--- src/rtl/decodificador_teclado_parametrizado.sv ---
// Matrix keypad scanner with press/release debounce, long-press detection and a digit buffer
// supporting backspace, clear-all and enter.
module decodificador_teclado_parametrizado #(
    parameter int unsigned N_LIN           = 4,
    parameter int unsigned N_COL           = 4,
    parameter int unsigned SCAN_CYCLES     = 100,
    parameter int unsigned DEBOUNCE_CYCLES = 50000,
    parameter int unsigned HOLD_CYCLES     = 3000000,
    parameter int unsigned MAX_DIGITOS     = 8,
    parameter int unsigned ENTER_KEY       = 15,
    parameter int unsigned CLEAR_KEY       = 14,
    localparam int unsigned KW = $clog2(N_LIN * N_COL),
    localparam int unsigned CW = $clog2(MAX_DIGITOS + 1)
) (
    input  logic                      clk_i,
    input  logic                      rst_ni,
    input  logic                      enable_i,
    input  logic [N_COL-1:0]          col_matriz_i,
    output logic [N_LIN-1:0]          lin_matriz_o,
    output logic [KW-1:0]             key_code_o,
    output logic                      key_valid_o,
    output logic                      key_long_o,
    output logic [MAX_DIGITOS*KW-1:0] digitos_value_o,
    output logic [CW-1:0]             digitos_count_o,
    output logic                      digitos_valid_o,
    output logic                      buf_full_o
);

    localparam int unsigned RW  = (N_LIN > 1) ? $clog2(N_LIN) : 1;
    localparam int unsigned CIW = (N_COL > 1) ? $clog2(N_COL) : 1;
    localparam int unsigned CNT_MAX =
        (HOLD_CYCLES > DEBOUNCE_CYCLES) ?
            ((HOLD_CYCLES > SCAN_CYCLES) ? HOLD_CYCLES : SCAN_CYCLES) :
            ((DEBOUNCE_CYCLES > SCAN_CYCLES) ? DEBOUNCE_CYCLES : SCAN_CYCLES);
    localparam int unsigned CNTW = $clog2(CNT_MAX + 1);

    localparam logic [CNTW-1:0] SCAN_LAST = CNTW'(SCAN_CYCLES - 1);
    localparam logic [CNTW-1:0] DEB_LAST  = CNTW'(DEBOUNCE_CYCLES - 1);
    localparam logic [CNTW-1:0] HOLD_LAST = CNTW'(HOLD_CYCLES - 1);
    localparam logic [CNTW-1:0] CNT_SAT   = CNTW'(CNT_MAX);

    typedef enum logic [2:0] {
        StVarrendo,
        StDebounce,
        StPressionado,
        StLongo,
        StSoltando
    } state_e;

    state_e            state_q, state_d;
    logic [RW-1:0]     row_q, row_d;
    logic [CIW-1:0]    col_q, col_d;
    logic [CNTW-1:0]   cnt_q, cnt_d;

    logic [N_COL-1:0]  col_low;
    logic              col_one_hot;
    logic [CIW-1:0]    col_idx;
    logic              key_rel;
    logic [RW-1:0]     row_next;
    logic [CNTW-1:0]   cnt_inc;
    logic              press_evt;
    logic              long_evt;
    logic [KW-1:0]     press_code;
    logic [N_LIN-1:0]  row_onehot;

    logic [KW-1:0]             key_code_q;
    logic                      key_valid_q;
    logic                      key_long_q;
    logic [MAX_DIGITOS*KW-1:0] buf_q, buf_d;
    logic [CW-1:0]             bcnt_q, bcnt_d;
    logic [MAX_DIGITOS*KW-1:0] dval_q, dval_d;
    logic [CW-1:0]             dcnt_q, dcnt_d;
    logic                      dvalid_q, dvalid_d;
    logic                      is_enter, is_clear, full;

    assign col_low     = ~col_matriz_i;
    assign col_one_hot = (col_low != '0) && ((col_low & (col_low - N_COL'(1))) == '0);
    assign key_rel     = col_matriz_i[col_q];
    assign row_next    = (row_q == RW'(N_LIN - 1)) ? '0 : row_q + RW'(1);
    assign cnt_inc     = (cnt_q == CNT_SAT) ? cnt_q : cnt_q + CNTW'(1);
    assign press_code  = KW'(32'(row_q) * N_COL + 32'(col_q));
    assign row_onehot  = N_LIN'(1) << row_q;

    always_comb begin
        col_idx = '0;
        for (int c = 0; c < int'(N_COL); c++) begin
            if (col_low[c]) col_idx = CIW'(c);
        end
    end

    always_ff @(posedge clk_i or negedge rst_ni) begin
        if (!rst_ni) begin
            state_q <= StVarrendo;
            row_q   <= '0;
            col_q   <= '0;
            cnt_q   <= '0;
        end else begin
            state_q <= state_d;
            row_q   <= row_d;
            col_q   <= col_d;
            cnt_q   <= cnt_d;
        end
    end

    always_comb begin
        state_d = state_q;
        row_d   = row_q;
        col_d   = col_q;
        cnt_d   = cnt_q;
        if (!enable_i) begin
            state_d = StVarrendo;
            row_d   = '0;
            cnt_d   = '0;
        end else begin
            unique case (state_q)
                StVarrendo: begin
                    if (cnt_q == SCAN_LAST) begin
                        cnt_d = '0;
                        if (col_one_hot) begin
                            col_d   = col_idx;
                            state_d = StDebounce;
                        end else begin
                            row_d = row_next;
                        end
                    end else begin
                        cnt_d = cnt_inc;
                    end
                end
                StDebounce: begin
                    if (key_rel) begin
                        state_d = StVarrendo;
                        row_d   = row_next;
                        cnt_d   = '0;
                    end else if (cnt_q == DEB_LAST) begin
                        state_d = StPressionado;
                        cnt_d   = '0;
                    end else begin
                        cnt_d = cnt_inc;
                    end
                end
                StPressionado: begin
                    if (key_rel) begin
                        state_d = StSoltando;
                        cnt_d   = '0;
                    end else if (cnt_q == HOLD_LAST) begin
                        state_d = StLongo;
                        cnt_d   = '0;
                    end else begin
                        cnt_d = cnt_inc;
                    end
                end
                StLongo: begin
                    if (key_rel) begin
                        state_d = StSoltando;
                        cnt_d   = '0;
                    end
                end
                StSoltando: begin
                    // Any low sample restarts the release window.
                    if (!key_rel) begin
                        cnt_d = '0;
                    end else if (cnt_q == DEB_LAST) begin
                        state_d = StVarrendo;
                        row_d   = row_next;
                        cnt_d   = '0;
                    end else begin
                        cnt_d = cnt_inc;
                    end
                end
                default: begin
                    state_d = StVarrendo;
                    row_d   = '0;
                    cnt_d   = '0;
                end
            endcase
        end
    end

    always_comb begin
        press_evt    = enable_i && (state_q == StDebounce) && !key_rel && (cnt_q == DEB_LAST);
        long_evt     = enable_i && (state_q == StPressionado) && !key_rel &&
                       (cnt_q == HOLD_LAST);
        lin_matriz_o = enable_i ? ~row_onehot : '1;
    end

    assign is_enter = (key_code_q == KW'(ENTER_KEY));
    assign is_clear = (key_code_q == KW'(CLEAR_KEY));
    assign full     = (bcnt_q == CW'(MAX_DIGITOS));

    // Buffer actions run in the cycle the key pulse is visible, so a submit lands one cycle later.
    always_comb begin
        buf_d    = buf_q;
        bcnt_d   = bcnt_q;
        dval_d   = dval_q;
        dcnt_d   = dcnt_q;
        dvalid_d = 1'b0;
        if (key_valid_q) begin
            if (is_enter) begin
                if (bcnt_q != '0) begin
                    dvalid_d = 1'b1;
                    dval_d   = buf_q;
                    dcnt_d   = bcnt_q;
                    buf_d    = '0;
                    bcnt_d   = '0;
                end
            end else if (is_clear) begin
                if (bcnt_q != '0) begin
                    bcnt_d = bcnt_q - CW'(1);
                    for (int i = 0; i < int'(MAX_DIGITOS); i++) begin
                        if (i + 1 == int'(bcnt_q)) buf_d[i*KW +: KW] = '0;
                    end
                end
            end else if (!full) begin
                for (int i = 0; i < int'(MAX_DIGITOS); i++) begin
                    if (i == int'(bcnt_q)) buf_d[i*KW +: KW] = key_code_q;
                end
                bcnt_d = bcnt_q + CW'(1);
            end
        end else if (key_long_q && is_clear) begin
            buf_d  = '0;
            bcnt_d = '0;
        end
    end

    always_ff @(posedge clk_i or negedge rst_ni) begin
        if (!rst_ni) begin
            key_code_q  <= '0;
            key_valid_q <= 1'b0;
            key_long_q  <= 1'b0;
            buf_q       <= '0;
            bcnt_q      <= '0;
            dval_q      <= '0;
            dcnt_q      <= '0;
            dvalid_q    <= 1'b0;
        end else begin
            key_valid_q <= press_evt;
            key_long_q  <= long_evt;
            if (press_evt) key_code_q <= press_code;
            buf_q       <= buf_d;
            bcnt_q      <= bcnt_d;
            dval_q      <= dval_d;
            dcnt_q      <= dcnt_d;
            dvalid_q    <= dvalid_d;
        end
    end

    assign key_code_o      = key_code_q;
    assign key_valid_o     = key_valid_q;
    assign key_long_o      = key_long_q;
    assign digitos_value_o = dval_q;
    assign digitos_count_o = dcnt_q;
    assign digitos_valid_o = dvalid_q;
    assign buf_full_o      = full;

endmodule

--- config.mk ---
export PLATFORM = sky130hd
export DESIGN_NAME = decodificador_teclado_parametrizado
export DESIGN_NICKNAME = d
export VERILOG_FILES = /design/src/rtl/decodificador_teclado_parametrizado.sv
export SDC_FILE = /design/constraint.sdc
export NUM_CORES = 1
export LEC_CHECK = 0
export CORE_MARGIN = 1
export CORE_UTILIZATION = 55
export CTS_BUF_LIST = sky130_fd_sc_hd__clkbuf_8 sky130_fd_sc_hd__clkbuf_16
export CTS_CLUSTER_DIAMETER = 200
export DETAILED_ROUTE_END_ITERATION = 16
export PLACE_DENSITY = 0.77
export SLEW_MARGIN = 5
export SYNTH_ARGS = -nofsm -noshare
export SYNTH_HDL_FRONTEND = slang
export SYNTH_SLANG_ARGS = --single-unit
--- constraint.sdc ---
create_clock -name clk_i -period 3.3 [get_ports clk_i]
set_clock_uncertainty 0.1 [all_clocks]
set_input_delay 0.66 -clock clk_i [delete_from_list [all_inputs] [get_ports clk_i]]
set_output_delay 0.66 -clock clk_i [all_outputs]
set_load 0.1 [all_outputs]
==> out/qor.csv <==
stage;metric;value;unit
die;Row Count;35;
power;Leakage;3.05;nW
global_route;largest net degree at the start of global routing;59;
logic_synthesis;Post-synth EDFFs;0;
die;width of the chip;102;um
timing;setup TNS;0;ps
clocking;cts hold-fix bufs;0;
critical_path;Crit path max-delay family;compound AO/OA/AOI/OAI gates;
placement;DP HPWL;8.51;mm
global_route;vias in the first global route;4298;
final_layout;area grow syn2layout;14.1;%
global_route;global-route wire length before repair;20.4;mm
global_route;initial antenna violation count;0;
global_route;Total GRT Usage;25.2;%
logic_synthesis;Mean Syn Cell Area;9.75;um2
route;WL per Instance;16.2;um
clocking;# clock sinks;108;
clocking;clock buffer count from CTS;9;
critical_path;Setup crit end kind;register;
timing;slew at the pin closest to its max-slew limit;770;ps
logic_synthesis;Post-Syn Instances;560;
critical_path;WP data required;3470;ps
critical_path;worst-path cell chain;clkdlybuf4s50_1 -> mux4_2 -> nor3_1 -> o21ai_1 -> a31oi_4 -> o21ai_4 -> buf_4 -> o31ai_2;
timing;max-slew violation count;0;
final_layout;most frequent cells in the layout;nand2_1, dfrtp_1, buf_4, mux2_2, a21oi_1;
clocking;post-cts sizing count;0;
placement;Placer Congestion;0.924;
timing;Max Fclk;357;MHz
logic_synthesis;part of the Yosys area used for sequential elements;49.5;%
critical_path;Setup CP Type;input port to register;
clocking;setup bufs post-CTS;0;
clocking;deepest clock path buffer count;2;
final_layout;fraction of layout cells with a size suffix above 1;21.1;%
critical_path;CP max stage cell;mux4_2;
final_layout;nets@finish;617;
timing;period utilization;85.0;%
logic_synthesis;Seq cells post-synth;108;
timing;RSZ-0062 raised after global routing;false;
timing;Slew headroom;48.6;%
final_layout;Final Util;66.1;%
final_layout;FILL cells;770;
critical_path;CP max FO;9;
route;DRT antenna net count;0;
power;total power;2.64;mW
final_layout;# diodes;0;
die;DIE HEIGHT;102;um
route;drt first pass iters;5;
route;via count;4308;
global_route;grt ovf;0;
logic_synthesis;post-synthesis async set-or-reset flop share;100;%
critical_path;Worst path max stage delay;600;ps
placement;port buffer count;54;
power;worst IR drop on VDD;0.000479;V
logic_synthesis;dominant synthesized flop cell;dfrtp_1;
logic_synthesis;post-synth cell types;58;
clocking;worst skew pair latency;370;ps
final_layout;most common cell after layout, fill and taps aside;nand2_1;
die;I/O pin count;55;
route;vias per std cell;5.86;
critical_path;CP Data Arrival Time;2980;ps
clocking;CTS tree;yes;
power;Power Dens Cells;424;mW/mm2
run_status;status;completed;
worst_hold_path;worst hold path type;input port to async pin;
logic_synthesis;YS warnings;0;
flow_run;Maximum Capacitance Violations;0;
clocking;Worst-path clk slew;110;ps
timing;Tmin final;2810;ps
critical_path;CP Buf/Inv Count;2;
timing;Fin. Hold Viols;0;
clocking;Root Buffer;clkbuf_8;
route;1st-iter DRT viols;163;
timing;final setup violation count;0;
die;Initial Utilization;58.0;%
clocking;H-tree depth;3;
die;Core Region;0.00942;mm2
logic_synthesis;Synth Cell Area;0.00546;mm2
route;# DRC;0;
critical_path;Worst setup SP type;input port;
route;routed wire length;11.9;mm
die;Die Area;0.0103;mm2
logic_synthesis;syn_nets;576;
[power by group]
part | total (mW) | switching (mW) | internal, mW
combinational | 0.451 | 0.291 | 0.160
sequential | 1.38 | 0.0361 | 1.35
clock | 0.806 | 0.504 | 0.301
total | 2.64 | 0.832 | 1.81
[cells in the mapped netlist (3+ instances only)]
library cell	n	area share, %
a21oi_1	23	2.1
a22o_1	5	0.80
a41oi_1	5	0.80
and2_1	3	0.34
and3_1	10	1.1
buf_2	8	0.73
buf_6	3	0.62
clkbuf_1	22	1.5
dfrtp_1	108	50
ha_1	8	1.8
inv_1	15	1.0
mux2_2	36	7.4
nand2_1	138	9.5
nand2b_1	3	0.34
nand3_1	18	1.7
nand4_1	11	1.3
nor2_1	20	1.4
nor2b_1	4	0.46
nor3_1	17	1.6
nor4_1	6	0.69
o21a_1	3	0.41
o21ai_0	22	2.0
o31ai_2	4	0.92
or3_1	5	0.57
or4_1	5	0.69
xnor2_1	6	0.96
xor2_1	12	1.9
[through the flow]
stage          area, um2  cells  hold slack (ps)  setup slack (ps)
2_1_floorplan       5460    560              264               346
3_3_place_gp        6020    719              342               288
3_5_place_dp        6020    719              354               192
4_1_cts             6230    735              268               564
5_1_grt             6230    735              309               371
6_report            6230    735              243               495
[sequential cells by signal (all words and copies together), names as in the netlist, 3 cells and up]
register         flops
buf_q               32
digitos_count_o      4
bcnt_q               4
cnt_q               22
state_q              3
digitos_value_o     32
key_code_o           4
[metal layers]
metal	track usage (%)	part of all wire [%]
met1	32.4	43
met2	43.6	50
met3	3.04	4.3
met4	10.3	2.3
met5	0	0
[cells by family (layout without fill, tap and decap cells)]
kind of cell    after synthesis  count (layout)  synth area share [%]
buf+inv                      49              95                  3.99
xor+xnor                     18              18                  2.89
fa+ha+maj                     9               9                  2.20
mux                          40              40                  8.41
flops                       108             108                  49.5
compound gates               86              86                  11.6
simple gates                250             250                  21.4
[area by class of cell]
type | count | area, um2 | share of cell area (%)
well taps | 129 | 161 | 2.59
clock inverters | 7 | 78.8 | 1.27
repair buffers | 64 | 556 | 8.92
multi-input cells | 403 | 2550 | 40.9
flip-flops and latches | 108 | 2700 | 43.4
clock buffers | 9 | 124 | 1.99
inverters | 15 | 56.3 | 0.904
[worst register-to-register path, stage by stage (launching register included)]
cell	delay, ps
dfrtp_1	440
ha_1	230
nand2_1	70
or4_1	540
o311ai_4	330
a31oi_4	200
o21ai_4	240
buf_4	220
o31ai_2	80
[path summary, 6_finish.rpt]
path | start | end | slack, ps | cells past startpoint
worst max-delay path | col_matriz_i[3] | cnt_q[7]$_DFFE_PN0N_ | 490 | 8
worst min-delay path | rst_ni | digitos_value_o[15]$_DFFE_PN0P_ | 240 | 1
worst max register to register | cnt_q[0]$_DFFE_PN0N_ | cnt_q[7]$_DFFE_PN0N_ | 730 | 8
worst min register to register | buf_q[4]$_DFFE_PN0P_ | digitos_value_o[4]$_DFFE_PN0P_ | 370 | 2
max in group asynchronous | rst_ni | cnt_q[7]$_DFFE_PN0N_ | 2120 | 2
min in group clk_i | buf_q[4]$_DFFE_PN0P_ | digitos_value_o[4]$_DFFE_PN0P_ | 370 | 2
No activity file was read; power rests on OpenSTA's default activity.
